## src/rtl/axis_pkg.sv

```systemverilog
// Shared helpers for the FIFO-path stream blocks.
// Width helpers, saturation limits and stats counter width.
package axis_pkg;

   localparam int CNT_W = 16;

   function automatic int axis_in_width(input int var_width, input int mul_factor);
      return var_width + mul_factor - 1;
   endfunction

   function automatic longint sat_max(input int w);
      return (longint'(1) << (w - 1)) - 1;
   endfunction

   function automatic longint sat_min(input int w);
      return -(longint'(1) << (w - 1));
   endfunction

endpackage

```

## src/rtl/axis_skid_buffer.sv

```systemverilog
// Two-entry skid buffer: output register O plus skid register S.
// Ready is registered and drops only while S holds a beat.
module axis_skid_buffer #(
   parameter int WIDTH = 16
) (
   input  logic             clk,
   input  logic             rst_n,
   input  logic [WIDTH-1:0] s_data,
   input  logic             s_valid,
   output logic             s_ready,
   output logic [WIDTH-1:0] m_data,
   output logic             m_valid,
   input  logic             m_ready
);

   logic [WIDTH-1:0] o_data, o_data_nx;
   logic [WIDTH-1:0] k_data, k_data_nx;
   logic             o_vld, o_vld_nx;
   logic             k_vld, k_vld_nx;
   logic             rdy;
   logic             accept, emit;

   assign accept  = s_valid && rdy;
   assign emit    = o_vld && m_ready;
   assign s_ready = rdy;
   assign m_data  = o_data;
   assign m_valid = o_vld;

   // next-state of O and S; ready is only high when S is empty
   always_comb begin
      o_data_nx = o_data;
      k_data_nx = k_data;
      o_vld_nx  = o_vld;
      k_vld_nx  = k_vld;
      if (k_vld) begin
         if (emit) begin
            o_data_nx = k_data;
            k_vld_nx  = 1'b0;
         end
      end else if (accept) begin
         if (!o_vld || emit) begin
            o_data_nx = s_data;
            o_vld_nx  = 1'b1;
         end else begin
            k_data_nx = s_data;
            k_vld_nx  = 1'b1;
         end
      end else if (emit) begin
         o_vld_nx = 1'b0;
      end
   end

   // storage and registered ready
   always_ff @(posedge clk or negedge rst_n) begin
      if (!rst_n) begin
         o_data <= '0;
         k_data <= '0;
         o_vld  <= 1'b0;
         k_vld  <= 1'b0;
         rdy    <= 1'b0;
      end else begin
         o_data <= o_data_nx;
         k_data <= k_data_nx;
         o_vld  <= o_vld_nx;
         k_vld  <= k_vld_nx;
         rdy    <= !k_vld_nx;
      end
   end

endmodule

```

## src/rtl/axis_narrow_sat.sv

```systemverilog
// Narrows the widened stream: round, arithmetic shift, saturate.
// Keeps sticky saturation statistics counted at accept time.
module axis_narrow_sat
   import axis_pkg::*;
#(
   parameter  int VAR_WIDTH  = 16,
   parameter  int MUL_FACTOR = 2,
   parameter  int SHIFT      = 0,
   localparam int IN_W       = axis_in_width(VAR_WIDTH, MUL_FACTOR)
) (
   input  logic                 clk,
   input  logic                 rst_n,
   input  logic [IN_W-1:0]      s_axis_tdata,
   input  logic                 s_axis_tvalid,
   output logic                 s_axis_tready,
   output logic [VAR_WIDTH-1:0] m_axis_tdata,
   output logic                 m_axis_tvalid,
   input  logic                 m_axis_tready,
   input  logic                 clr_stats,
   output logic [CNT_W-1:0]     sat_cnt,
   output logic                 sat_flag
);

   if (SHIFT < 0 || SHIFT >= MUL_FACTOR) begin : g_bad_shift
      $error("axis_narrow_sat: SHIFT out of range");
   end

   localparam int RND = (1 << SHIFT) >> 1;
   localparam logic signed [IN_W:0] MAXV = (IN_W+1)'(sat_max(VAR_WIDTH));
   localparam logic signed [IN_W:0] MINV = (IN_W+1)'(sat_min(VAR_WIDTH));

   logic signed [IN_W:0]  ext, sum, q;
   logic                  hi, lo;
   logic [VAR_WIDTH-1:0]  nar;
   logic                  sat_ev;

   // round half toward +inf, shift, clamp to the output range
   always_comb begin
      ext = $signed({s_axis_tdata[IN_W-1], s_axis_tdata});
      sum = ext + (IN_W+1)'(RND);
      q   = sum >>> SHIFT;
      hi  = q > MAXV;
      lo  = q < MINV;
      nar = q[VAR_WIDTH-1:0];
      if (hi) begin
         nar = MAXV[VAR_WIDTH-1:0];
      end else if (lo) begin
         nar = MINV[VAR_WIDTH-1:0];
      end
   end

   axis_skid_buffer #(
      .WIDTH (VAR_WIDTH)
   ) u_skid (
      .clk     (clk),
      .rst_n   (rst_n),
      .s_data  (nar),
      .s_valid (s_axis_tvalid),
      .s_ready (s_axis_tready),
      .m_data  (m_axis_tdata),
      .m_valid (m_axis_tvalid),
      .m_ready (m_axis_tready)
   );

   assign sat_ev = s_axis_tvalid && s_axis_tready && (hi || lo);

   // sticky stats; clear wins over a coincident event
   always_ff @(posedge clk or negedge rst_n) begin
      if (!rst_n) begin
         sat_cnt  <= '0;
         sat_flag <= 1'b0;
      end else if (clr_stats) begin
         sat_cnt  <= '0;
         sat_flag <= 1'b0;
      end else if (sat_ev) begin
         sat_flag <= 1'b1;
         if (sat_cnt != '1) begin
            sat_cnt <= sat_cnt + CNT_W'(1);
         end
      end
   end

endmodule

```

## config.mk

```make
export PLATFORM = sky130hd
export DESIGN_NAME = axis_narrow_sat
export DESIGN_NICKNAME = d
export VERILOG_FILES = /design/src/rtl/axis_pkg.sv /design/src/rtl/axis_skid_buffer.sv /design/src/rtl/axis_narrow_sat.sv
export SDC_FILE = /design/constraint.sdc
export NUM_CORES = 1
export LEC_CHECK = 0
export ABC_AREA = 1
export CAP_MARGIN = 30
export CORE_MARGIN = 2
export CORE_UTILIZATION = 30
export CTS_CLUSTER_DIAMETER = 50
export DETAILED_ROUTE_END_ITERATION = 16
export GPL_TIMING_DRIVEN = 0
export SLEW_MARGIN = 15
export SYNTH_ARGS = -nofsm -noshare
export SYNTH_HDL_FRONTEND = slang
export SYNTH_SLANG_ARGS = --single-unit
```

## constraint.sdc

```tcl
create_clock -name clk -period 1.9 [get_ports clk]
set_input_delay 0.19 -clock clk [delete_from_list [all_inputs] [get_ports clk]]
set_output_delay 0.19 -clock clk [all_outputs]
set_load 0.03 [all_outputs]
```

### After elaboration in Yosys (flattened, before gate mapping)

Index checks and enable logic that the tools add are counted.

| storage, ports and cells | value |
|---|---|
| flip-flop bits (word level) | 52 |
| latch bits | 0 |
| memory bits (writable) | 0 |
| ROM bits | 0 |
| input port bits | 22 |
| word-level logic and storage cells | 49 |
| memories kept | 0 |

| cells by class | value |
|---|---|
| add/sub/neg operators | 1 |
| multiply operators | 0 |
| div/mod/pow operators | 0 |
| magnitude comparators | 2 |
| eq/ne operators | 3 |
| shifts and indexed selects | 0 |
| multiplexer cells | 18 |
| bitwise gates (word level) | 2 |
| reductions and logical operators | 16 |

Operators by type and width:

| kind | count |
|---|---|
| 16-bit two-way mux | 9 |
| 17-bit by 16-bit greater-than comparator with 1-bit output (second input constant) | 1 |
| 17-bit by 16-bit less-than comparator with 1-bit output (second input constant) | 1 |
| 16-bit by 1-bit adder with 16-bit output (second input constant) | 1 |
| 16-bit inequality test (second input constant) | 1 |
| 2-bit nonzero test | 5 |
| 1-bit two-way mux | 9 |
| 3-bit AND reduction | 3 |
| 2-bit inequality test (second input constant) | 2 |
| 1-bit logical AND | 3 |
| 1-bit zero test | 2 |
| 1-bit logical OR | 2 |
| 1-bit inverter | 2 |
| 2-bit AND reduction | 1 |

### Depth between registers and ports, before layout

| depth | value |
|---|---|
| word-level depth | 6 |
| mapped depth | 11 |
| depth with buffers taken out | 10 |

### Cells and area by module

From an unflattened synthesis, not the netlist that was laid out.

| second synthesis, totals | value |
|---|---|
| cell total of the unflattened synthesis | 401 |
| area, all modules | 2,922.8 um^2 |

Modules (own cells, without submodules):

| module | times used | cells an instance | area each (um^2) | seq. area each (um^2) |
|---|---|---|---|---|
| axis_skid_buffer | 1 | 203 | 1,637.8 | 875.8 |
| axis_narrow_sat | 1 | 198 | 1,285.0 | 425.4 |

### Worst setup path after synthesis

Ideal clock, no wire load.

| timing | value |
|---|---|
| path type | register to register |
| start point | register sat_cnt[1] |
| end point | register sat_cnt[2] |
| setup time | 0.127 ns |
| arrival time | 1.607 ns |
| data required time | 1.773 ns |
| path slack | 0.166 ns |
| cell stages (with the launch flop) | 11 |
| path buffers | 2 |
| period minus slack after synthesis | 1.734 ns |
| path through | dfrtp_1 > ha_1 > inv_1 > nor2_4 > nand2_2 > nor2_1 > nand2_1 > nand2_2 > buf_6 > buf_6 > o21ai_0 |

| on the way | value |
|---|---|
| word-level cells in the longest chain between the ends | 4 |
| elaborated cells between the ends (all ways) | 7 |
| those cells by class | add/sub (1); eq/ne (1); mux (3); reduce/logical (2) |

Ends and longest elaborated chain:

| element | line | text |
|---|---|---|
| from (decl) | axis_narrow_sat.sv:20 | `output logic [CNT_W-1:0] sat_cnt,` |
| from (signal assigned) | axis_narrow_sat.sv:78 | `sat_cnt <= sat_cnt + CNT_W'(1);` |
| 16-bit by 1-bit adder with 16-bit output | axis_narrow_sat.sv:78 |  |
| 16-bit two-way mux | axis_narrow_sat.sv:77 | `if (sat_cnt != '1) begin` |
| 16-bit two-way mux | axis_narrow_sat.sv:75 | `end else if (sat_ev) begin` |
| 16-bit two-way mux | axis_narrow_sat.sv:72 | `end else if (clr_stats) begin` |

Several ways; a longest one is shown, not always the timed one. The select of a mux whose other input is x is not followed.
A chain may end at the register's enable or synchronous reset.

### Worst setup path in the final report

| timing | value |
|---|---|
| start point | register sat_cnt[0] |
| end point | register sat_cnt[4] |

The elaborated chain is that of the path after synthesis.

==> results.txt <==
----------------------------------------------------
[Worst setup path]
  Length in cells of the worst reg-to-reg path ... 10
  Maximum net fanout on the critical path ... 10
  Startpoint Class ... register
  Endpoint class of the critical path ... register
  Gate family responsible for the most delay along the worst path ... simple AND/OR/NAND/NOR gates
  Cell chain of the critical path ... ha_1 -> inv_1 -> nor2_4 -> nand2_2 -> nor2_1 -> nand2_1 -> nand2_2 -> buf_6 -> buf_6 -> o21ai_0
  Critical register-to-register path endpoint ... sat_cnt[4]
  Peak per-stage delay on the critical path ... 410 ps
  Launching point of the worst reg2reg path ... sat_cnt[0]
  Crit path required time ... 2100 ps
  Number of stages on the worst setup path ... 10
  Critical path buffers and inverters ... 3
  Worst endpoint data arrival time ... between 1500 and 2000 ps
  Crit Path Class ... register to register
  Highest-delay cell along the critical path ... sky130_fd_sc_hd__dfrtp_1
  Register-to-register path setup slack ... 130 ps

[Detailed routing]
  Final routed DRC violation total ... 0
  Uppermost signal routing layer after detailed routing ... met4
  WL met1 ... 3230 um
  Routed length on met3 ... 320 um
  Total met2 wirelength after detailed routing ... 3230 um
  Post-DR vias/cell ... between 4 and 5
  Detail-routed net length per standard cell ... around 13 um
  Count of antenna-violating nets left after detailed routing ... 0
  Number of violations reported at the end of detailed-routing iteration 0 ... 115
  Vias after detailed routing ... between 2000 and 2500
  Length of the first detailed-routing pass in iterations ... 4
  Wire length reported by the detailed router ... 6810 um

[Logic synthesis]
  Synth top area share ... about half
  Count of synthesis-stage warnings from yosys ... 0
  Sequential element share of the synthesized area ... around half
  Cell type contributing the most total cell area after synthesis ... sky130_fd_sc_hd__dfrtp_1
  Net count after synthesis ... 360
  Count of distinct cell types in the synthesized netlist ... 21
  Synthesis-stage register bit count ... between 50 and 60
  Post-synthesis instance area ... 0.00263 mm^2
  Number of standard cells after synthesis ... around 340
  Mean instance size in the synthesized netlist ... between 7 and 8 um^2
  Leading cell types by total area after synthesis ... sky130_fd_sc_hd__dfrtp_1 (49%), sky130_fd_sc_hd__nand2_1 (13%), sky130_fd_sc_hd__nor2_1 (5.6%)

[Power and ir drop]
  Combinational share of power ... approximately 45%
  Leakage Power ... around 1.5 nW
  Maximum vdd ir drop ... ~0.51 mV
  Power per standard cell area ... about 1300 mW/mm^2
  Proportion of power drawn by the clock network ... between 15 and 20%
  Power share of the sequential group ... between 30 and 40%
  Internal power ... around 0.0025 W
  Switching power ... roughly 0.0018 W
  Switching share of total power ... about 41%

[Timing]
  Post-Route Skew ... slightly below 6 ps
  Worst hold slack ... between 400 and 500 ps
  Worst Tran Pin Value ... 677 ps
  Number of max-slew violations in the final report ... 0
  Time the worst path needs with I/O delays and setup ... around 1800 ps
  Worst slew margin ... a little over half
  Setup-violating endpoint count in the final report ... 0
  Hold Violations, Final ... 0
  Achievable frequency ... 564 MHz
  Period utilisation layout ... around 93%
  Setup total negative slack ... 0 ps

[Status]
  Run status ... completed

[Die]
  Top-level port count ... 57
  Row count ... 34
  Starting Density ... 30.5%
  Standard cell core area ... about 0.0086 mm^2
  Die Height ... 97.7 um
  Horizontal die dimension ... a little under 100 um
  Area of the die ... 0.00954 mm^2

[Final layout]
  Ratio of cells with drive above 1 in the final layout ... approximately 10%
  Final #Nets ... 426
  Area Overhead vs Synth ... 31.0%
  Final antenna diode count ... 0

[Clock network]
  Max clock buf depth ... 2
  TritonCTS buffer count ... 5
  Clock-pin slew on the worst setup and hold paths ... about 100 ps
  Latest clock arrival within the worst-skew pair ... 320 ps
  Num Clock Sinks ... 52
  Cell at the root of the clock tree ... sky130_fd_sc_hd__clkbuf_8
  TritonCTS clock tree ... done
  H-tree levels ... 2

[Global route]
  Initial antenna violation count ... 0
  Overall track demand over capacity in global routing ... between 10 and 15%
  Total grt overflow ... 0
  Wire length of the first global-routing pass ... roughly 11000 um
  Number of global-route vias before repair ... 2367
  Pin count of the biggest net entering global routing ... 53

[Run]
  Max_cap viols ... 0

[Place]
  Port buffer count ... between 50 and 60
  Routability congestion estimate ... 0.787
  Half-perimeter wire length of the detailed placement result ... ~4800 um

[Hold path]
  Class of the worst hold path ... primary input to async pin

----------------------------------------------------
==> sequential cells by signal (all words and copies together) (netlist names) <==
register / cells
sat_cnt: 16
u_skid.k_data: 16
u_skid.m_data: 16
sat_flag: 1
u_skid.k_vld: 1
u_skid.m_valid: 1
u_skid.s_ready: 1
==> area by class of cell <==
type	count	area (um^2)
multi-input combinational	246	1160
clock inverter	3	27.5
tap	108	135
buffer	16	85.1
inverter	23	86.3
timing repair buffer	59	583
sequential	52	1300
fill	884	5180
clock buffer	5	68.8
==> synth_stat cells <==
| library cell | instances |
|---|---|
| sky130_fd_sc_hd__ha_1 | 1 |
| sky130_fd_sc_hd__nand3_1 | 15 |
| sky130_fd_sc_hd__nor2_1 | 39 |
| sky130_fd_sc_hd__a31oi_1 | 15 |
| sky130_fd_sc_hd__nand2_2 | 3 |
| sky130_fd_sc_hd__nor3_1 | 1 |
| sky130_fd_sc_hd__buf_2 | 6 |
| sky130_fd_sc_hd__inv_1 | 23 |
| sky130_fd_sc_hd__o21ai_0 | 29 |
| sky130_fd_sc_hd__nor2_2 | 2 |
| sky130_fd_sc_hd__clkbuf_1 | 8 |
| sky130_fd_sc_hd__o21bai_1 | 2 |
| sky130_fd_sc_hd__xor2_1 | 6 |
| sky130_fd_sc_hd__nand4_1 | 3 |
| sky130_fd_sc_hd__o21ai_2 | 2 |
| sky130_fd_sc_hd__nand2_1 | 92 |
| sky130_fd_sc_hd__or2_2 | 15 |
| sky130_fd_sc_hd__dfrtp_1 | 52 |
| sky130_fd_sc_hd__buf_6 | 2 |
| sky130_fd_sc_hd__a21oi_1 | 20 |
| sky130_fd_sc_hd__nor2_4 | 1 |
==> through the flow <==
step                      std cells  total power (W)  area, um^2  util (%)  setup WS [ps]
after CTS                       510          0.00436        3430      39.8           89.3
after global routing            512          0.00466        3450      40.0          -3.86
final                           512          0.00433        3450      40.0            128
after detailed placement        501          0.00367        3330      38.5           47.8
after global placement          501          0.00362        3330      38.6          -1040
after floorplan                 337          0.00289        2630         -            166
==> metal layers <==
metal | track usage [%] | up-vias
met4 | 3.42 | 0
met3 | 3.67 | 2
li1 | - | 1221
met5 | 0 | -
met1 | 20.0 | 1161
met2 | 24.4 | 62
==> worst max path at each step <==
stage | start | end | slack (ps)
3_3_place_gp | rst_n | u_skid.k_data[8] | -1040
6_report | sat_cnt[0] | sat_cnt[4] | 130
5_1_grt | sat_cnt[0] | sat_cnt[0] | -4
4_1_cts | sat_cnt[1] | sat_cnt[4] | 90
3_5_place_dp | s_axis_tdata[15] | sat_cnt[4] | 50
2_1_floorplan | sat_cnt[1] | sat_cnt[2] | 170
==> what timing repair did <==
action	4_1_cts	5_1_grt
buffers inserted	0	2
endpoints found under the setup margin	0	14
hold buffers	1	0
gates resized for setup	0	1
hold endpoints to repair	52	0
==> cells by family after synthesis <==
logic type	after synthesis	share of synthesized area, %
AO/OA/AOI/OAI	68	14.1
AND/OR/NAND/NOR	171	27.6
flip-flops	52	49.4
buffers and inverters	39	6.41
adder cells (fa/ha/maj)	1	0.475
XOR/XNOR	6	2.00
==> cells in the final DEF, fill, tap and decap left out <==
master,synthesis,layout
sky130_fd_sc_hd__nor2_1,39,39
sky130_fd_sc_hd__o21ai_0,29,29
sky130_fd_sc_hd__inv_1,23,23
sky130_fd_sc_hd__inv_8,0,1
sky130_fd_sc_hd__dfrtp_1,52,52
sky130_fd_sc_hd__nand2_1,92,92
sky130_fd_sc_hd__buf_2,6,5
sky130_fd_sc_hd__or2_2,15,15
sky130_fd_sc_hd__o21bai_1,2,2
sky130_fd_sc_hd__clkbuf_8,0,5
sky130_fd_sc_hd__o21ai_2,2,2
sky130_fd_sc_hd__clkbuf_4,0,1
sky130_fd_sc_hd__ha_1,1,1
sky130_fd_sc_hd__nand2_2,3,3
sky130_fd_sc_hd__nor2_2,2,2
sky130_fd_sc_hd__clkdlybuf4s50_1,0,55
sky130_fd_sc_hd__nand3_1,15,15
sky130_fd_sc_hd__clkbuf_1,8,8
sky130_fd_sc_hd__buf_4,0,3
sky130_fd_sc_hd__dlygate4sd3_1,0,1
sky130_fd_sc_hd__a31oi_1,15,15
sky130_fd_sc_hd__clkinvlp_4,0,1
sky130_fd_sc_hd__buf_6,2,2
sky130_fd_sc_hd__nor2_4,1,1
sky130_fd_sc_hd__xor2_1,6,6
sky130_fd_sc_hd__nor3_1,1,1
sky130_fd_sc_hd__clkinv_4,0,1
sky130_fd_sc_hd__a21oi_1,20,20
sky130_fd_sc_hd__nand4_1,3,3
==> power by group through the flow <==
stage,sequential (W),combinational (W),clock (W)
CTS,0.00172,0.00193,0.000711
floorplan,0.00210,0.000786,0
finish,0.00171,0.00193,0.000694
detailed placement,0.00174,0.00193,0
global placement,0.00173,0.00190,0
global route,0.00175,0.00214,0.000768
Power figures use the tool's default switching activity.
